==> src/rtl/isr_sequencer.sv <==
// Interrupt entry/return sequencer: saves status/PC/cause, masks sources, redirects the PC.
// Optional taken-interrupt counter (isr_count) is built when ISR_COUNT_EN is defined.
module isr_sequencer #(
  parameter logic [31:0] SISR        = 32'h0000_0000,
  parameter logic [22:0] REPEAT_MASK = 23'h060000
) (
  input  logic        clk,
  input  logic        rst_n,
  input  logic        jisr,
  input  logic [22:0] mca,
  input  logic [4:0]  il,
  input  logic [31:0] pc_cur,
  input  logic [31:0] pc_nxt,
  input  logic        rfe,
  input  logic        sr_we,
  input  logic [31:0] sr_wdata,
  output logic [31:0] sr,
  output logic [31:0] esr,
  output logic [31:0] epc,
  output logic [22:0] eca,
  output logic        pc_load,
  output logic [31:0] pc_target,
  output logic        busy
`ifdef ISR_COUNT_EN
  ,
  output logic [15:0] isr_count
`endif
);

  typedef enum logic [2:0] {
    IDLE,
    SAVE,
    CLEAR,
    JUMP,
    RESTORE
  } state_t;

  state_t      state;
  logic        rep;
  logic [31:0] rmask_ext;

  // Out-of-range cause indices fall back to bit 0 of the repeat mask.
  always_comb begin
    rmask_ext = {9'b0, REPEAT_MASK};
    rep       = REPEAT_MASK[0];
    if (il < 5'd23) rep = rmask_ext[il];
  end

  assign busy = (state != IDLE);

  always_ff @(posedge clk or negedge rst_n) begin
    if (!rst_n) begin
      state     <= IDLE;
      sr        <= '0;
      esr       <= '0;
      epc       <= '0;
      eca       <= '0;
      pc_load   <= 1'b0;
      pc_target <= '0;
`ifdef ISR_COUNT_EN
      isr_count <= '0;
`endif
    end else begin
      pc_load   <= 1'b0;
      pc_target <= '0;
      case (state)
        IDLE: begin
          if (jisr) begin
            state <= SAVE;
            esr   <= sr;
            eca   <= mca;
            epc   <= rep ? pc_cur : pc_nxt;
          end else if (rfe) begin
            // Restore and redirect are registered on entry so both appear in the RESTORE cycle.
            state     <= RESTORE;
            sr        <= esr;
            pc_load   <= 1'b1;
            pc_target <= epc;
          end else if (sr_we) begin
            sr <= sr_wdata;
          end
        end
        SAVE: begin
          state <= CLEAR;
          sr    <= '0;
`ifdef ISR_COUNT_EN
          if (isr_count != 16'hFFFF) isr_count <= isr_count + 16'd1;
`endif
        end
        CLEAR: begin
          state     <= JUMP;
          pc_load   <= 1'b1;
          pc_target <= SISR;
        end
        JUMP:    state <= IDLE;
        RESTORE: state <= IDLE;
        default: state <= IDLE;
      endcase
    end
  end

endmodule
==> config.mk <==
export PLATFORM = sky130hd
export DESIGN_NAME = isr_sequencer
export DESIGN_NICKNAME = d
export VERILOG_FILES = /design/src/rtl/isr_sequencer.sv
export SDC_FILE = /design/constraint.sdc
export NUM_CORES = 1
export LEC_CHECK = 0
export BUFFER_PORTS_ARGS = -buffer_cell sky130_fd_sc_hd__buf_4
export CORE_ASPECT_RATIO = 1.5
export CORE_UTILIZATION = 47
export CTS_CLUSTER_DIAMETER = 40
export DETAILED_ROUTE_END_ITERATION = 6
export PLACE_DENSITY = 0.88
export SLEW_MARGIN = 20
export SYNTH_ARGS = -nofsm -noshare
export SYNTH_HDL_FRONTEND = slang
export SYNTH_SLANG_ARGS = --single-unit
==> constraint.sdc <==
create_clock -name clk -period 2.1 [get_ports clk]
set_input_delay 0.525 -clock clk [delete_from_list [all_inputs] [get_ports clk]]
set_output_delay 0.525 -clock clk [all_outputs]
set_load 0.05 [all_outputs]
* Yosys cells after proc, flatten, opt, wreduce, memory -nomap -nowiden
Memory sizes are Yosys's and may differ from the RTL's.
Index checks and enable logic that the tools add are counted.
** Storage, ports and cells
- Output and inout port bits :: 153
- Bits in registers :: 155
- Logic and storage cells :: 36
- ROM bits :: 32
- Memories kept :: 1
** Memory list
- (no name shown) :: depth 32, bits a word 1, read ports 1, clocked after memory_dff 0, wr ports 0, RTL line 46 : if (il < 5'd23) rep = rmask_ext[il];
** Cells by class
- Mux-type cells :: 16
- Order comparisons :: 2
- Equal/unequal tests :: 5
- Reductions and logical operators :: 5
** Operators by type and width (count)
- 2-to-1 mux 32 bit :: 7
- case mux 32 bit (2 select lines) :: 1
- case mux 3 bit (3 select lines) :: 1
- < comparator 5 x 6 -> 1 bit (second input constant) :: 1
- 2-to-1 mux 3 bit :: 2
- inequality test 3 bit (second input constant) :: 2
- < comparator 5 bit (second input constant) :: 1
- 2-to-1 mux 1 bit :: 4
- equality test 3 x 1 -> 1 bit (second input constant) :: 1
- equality test 3 x 2 -> 1 bit (second input constant) :: 1
- logical NOT 3 bit :: 1
- AND reduction 3 bit :: 1
- nonzero test 3 bit :: 1
- inequality test 2 bit (second input constant) :: 1
- case mux 1 bit (2 select lines) :: 1
- AND reduction 2 bit :: 1
- nonzero test 2 bit :: 1

* Logic depth before layout (Yosys ltp)
- Depth in word-level cells :: 4
- Gate-level depth with buffers :: 6
- Depth with buffers taken out :: 3

* Worst setup path after synthesis
Ideal clock, no wire load.
- Kind :: input to register
- Start :: input port il[4]
- End :: register epc[10]
- Setup time :: 129 ps
- Setup slack :: 522 ps
- Buffers on the path :: 2
- Arrival time :: 1449 ps
- Stages :: 5
- Data required time :: 1971 ps
- Cells stage by stage :: clkbuf_2 -> or3b_1 -> clkbuf_1 -> o21ai_0 -> a31oi_1
** On the way
- Longest elaborated chain between the ends :: 4
- Elaborated cells between the ends (all ways) :: 5
- Those cells by class :: order compare (1); mux (3); memory (1)
** Ends and longest elaborated chain
- start, declared :: RTL line 11 : input logic [4:0] il,
- memory (32 x 1 bit)
- 2-to-1 mux 1 bit (not written as such) :: RTL line 46
- 2-to-1 mux 1 bit (*) :: RTL line 46
- 2-to-1 mux 32 bit (*) :: RTL line 72 : epc <= rep ? pc_cur : pc_nxt;
- end signal, assigned :: RTL line 72
- end, declared :: RTL line 19 : output logic [31:0] epc,
Every way passes the cells marked *; elsewhere a longest branch is shown, timed or not. The select of a mux whose other input is x is not followed.
A chain may end at the register's enable or synchronous reset.

* Final worst setup path
- Start :: register state[0]
- End :: output port busy
** On the way
- Longest elaborated chain between the ends :: 1
** Ends and longest elaborated chain
- start, declared :: RTL line 38 : state_t state;
- start signal, assigned :: RTL line 53 : state <= IDLE;
- start signal, assigned :: RTL line 69 : state <= SAVE;
- start signal, assigned :: RTL line 75 : state <= RESTORE;
- nonzero test 3 bit :: RTL line 49 : assign busy = (state != IDLE);
- end, declared :: RTL line 23 : output logic busy
No other way between the ends.

==> impl_metrics.json <==
{
  "status": "finished, final reports clean",
  "fin_skew_ns": 0.00751,
  "yosys.area.top_type": "dfrtp_1",
  "wire_per_inst_um": 17.9,
  "cts_buffer_depth": 2,
  "setup_violations": 0,
  "ir_worst_vdd_v": 0.000999,
  "io_pins": 282,
  "cap_violations": 0,
  "fp.dieW_um": 96.7,
  "synth-edff-count": 0,
  "power.share.switching_pct": 47.3,
  "grt.total_usage_pct": 23.8,
  "core_um2": 13100,
  "syn_area_per_cell_um2": 12.7,
  "hp-class": "in -> async",
  "via_per_inst": 5.50,
  "synth_nets": 627,
  "place_congestion": 0.809,
  "p_seq_share_pct": 30.4,
  "grt_setup_unrepaired": "no",
  "grt_pass1_wl_mm": 26.4,
  "worstPathBufferInverterCount": 2,
  "comb_power_share_pct": 50.7,
  "cp_slowest_cell": "dfrtp_1",
  "placedCellCount": 909,
  "grt_max_degree": 69,
  "hold_violations": 0,
  "area_growth_pct": 46.5,
  "root_buffer": "clkbuf_16",
  "ys.warnings.count": 0,
  "finalNetCount": 898,
  "cts_num_sinks": 155,
  "async_flop_share_pct": 100,
  "min_period_over_period_pct": 91.9,
  "yosysSeqAreaShare_pct": 61.3,
  "cp.arrival_ns": 1.41,
  "hpwl_mm": 12.2,
  "drt-total-wl_mm": 16.9,
  "p_clk_share_pct": 18.9,
  "synth_top_area_share_pct": 61.3,
  "fin_crit_ns": 1.93,
  "ant_nets": 0,
  "clk_latency_ns": 0.40,
  "p_int_mw": 8.82,
  "startpoint_type": "register",
  "synth_area_leaders": "dfrtp_1 61%, mux2_1 7.7%, mux2i_1 5.1%",
  "drcViolationCount": 0,
  "portBuffers": 281,
  "fmax_ghz": 0.518,
  "cp_cell_sequence": "nor3_2 -> inv_1 -> buf_4",
  "htreeDepth": 4,
  "ys_types": 28,
  "syn_area_um2": 6330,
  "core.rowCount": 51,
  "cts_tree": "yes",
  "cp-end-kind": "primary output",
  "ys.flop_type": "dfrtp_1",
  "antenna_found_initial": 0,
  "synthCells": 498,
  "cp.required_ns": 1.57,
  "p_switching_mw": 7.92,
  "power_density_nw_per_um2": 1800,
  "die_h_um": 144,
  "grt_pass1_vias": 5285,
  "cpLargestDelayFamily": "flip-flops",
  "critical_path_class": "reg -> out",
  "p_leak_nw": 4.70,
  "initial_core_util_pct": 48.4,
  "worstMarginPinSlew_ns": 0.484,
  "drive_above_1_share_pct": 44.5,
  "drt_iter0_drc": 180,
  "p_total_mw": 16.7,
  "slew_headroom_pct": 67.8,
  "clk_pin_slew_ns": 0.06,
  "dieArea_um2": 13900,
  "tns_ns": 0,
  "fin_cells": 941,
  "drtPass1Iterations": 5,
  "synth_seq_cells": 155,
  "crit_path_max_fanout": 6,
  "diodes": 0,
  "grt_overflow": 0,
  "slew_viol_final": 0,
  "vias": 5173,
  "max_stage_delay_ns": 0.50,
  "cts_inserted_buffers": 17
}
-- final timing paths --
kind | from | end | slack, ns | cells after the start
worst max-delay path | state[0]$_DFFE_PN0P_ | busy | 0.17 | 3
worst min-delay path | rst_n | eca[12]$_DFFE_PN0P_ | 0.06 | 1
worst max register to register | state[0]$_DFFE_PN0P_ | eca[10]$_DFFE_PN0P_ | 0.28 | 3
worst min register to register | eca[11]$_DFFE_PN0P_ | eca[11]$_DFFE_PN0P_ | 0.49 | 1
max in group asynchronous | rst_n | eca[22]$_DFFE_PN0P_ | 1.43 | 2
min in group clk | mca[17] | eca[17]$_DFFE_PN0P_ | 0.34 | 2
-- state kept, by name, indices dropped and copies added (netlist names) --
signal	cells
esr	32
pc_load	1
sr	32
epc	32
pc_target	32
eca	23
state	3
-- placed cells by master (no fill, tap or decap), types with 2 or more instances in the layout --
master and count:
a31oi_1 32, and3_1 32, buf_12 5, buf_4 292, bufinv_16 3, clkbuf_1 2
clkbuf_16 17, clkbuf_8 4, clkinv_2 2, clkinv_4 2, dfrtp_1 155, mux2_1 43
mux2_2 12, mux2i_1 32, nand4_1 32, nor2_1 35, o21ai_0 32, o2bb2ai_1 32
-- repair_timing --
item / CTS / global route
endpoints found under the hold margin: 0 / 0
buffers inserted: 0 / 0
resized for setup: 0 / 1
hold buffers: 0 / 0
endpoints found under the setup margin: 0 / 1
-- cells in the mapped netlist, types with 3 or more instances --
library cell    n
a31oi_1        32
mux2i_1        32
mux2_1         43
buf_1           3
o2bb2ai_1      32
buf_4           9
dfrtp_1       155
nor2_1         36
buf_2          12
and3_1         32
nand4_1        32
mux2_2         12
clkbuf_1       21
o21ai_0        32
-- power groups by stage --
stage / Sequential, mW / Clock (mW) / Combinational [mW]
finish: 5.09 / 3.16 / 8.48
global route: 5.24 / 3.35 / 8.82
CTS: 5.09 / 3.22 / 8.52
detailed placement: 5.12 / 0 / 8.51
global placement: 5.05 / 0 / 8.32
floorplan: 8.94 / 0 / 1.79
-- cells by family (layout without fill, tap and decap cells) --
group                  after synthesis  count (layout)  synth area share (%)
AO/OA/AOI/OAI                      100             100                  10.6
XOR/XNOR                             3               3                 0.415
buffers and inverters               47             331                  3.58
flip-flops                         155             155                  61.3
multiplexers                        87              87                  14.8
AND/OR/NAND/NOR                    106             106                  9.27
-- cell type report --
class	count	area, um2
Inverter	1	3.75
Sequential cell	155	3880
Fill cell	884	3810
Clock inverter	9	134
Multi-Input combinational cell	296	2270
Timing Repair Buffer	298	2300
Clock buffer	23	488
Tap cell	159	199
-- routing by layer --
layer | GRT usage (%) | up-vias | wire length [um]
li1 | - | 2375 | -
met1 | 26.1 | 2531 | 6200
met5 | 0 | - | 0
met2 | 44.3 | 232 | 9340
met3 | 4.59 | 35 | 831
met4 | 11.5 | 0 | 489
-- stage by stage --
step	instance area, um2	setup slack [ns]	hold WS (ns)	utilization, %
2_1_floorplan	6330	0.522	0.229	-
3_3_place_gp	8650	0.281	0.468	66.1
3_5_place_dp	8650	0.253	0.478	66.1
4_1_cts	9270	0.0758	0.0599	70.9
5_1_grt	9270	0.0794	0.0805	70.9
6_report	9270	0.169	0.0563	70.9
Power figures use the tool's default switching activity.
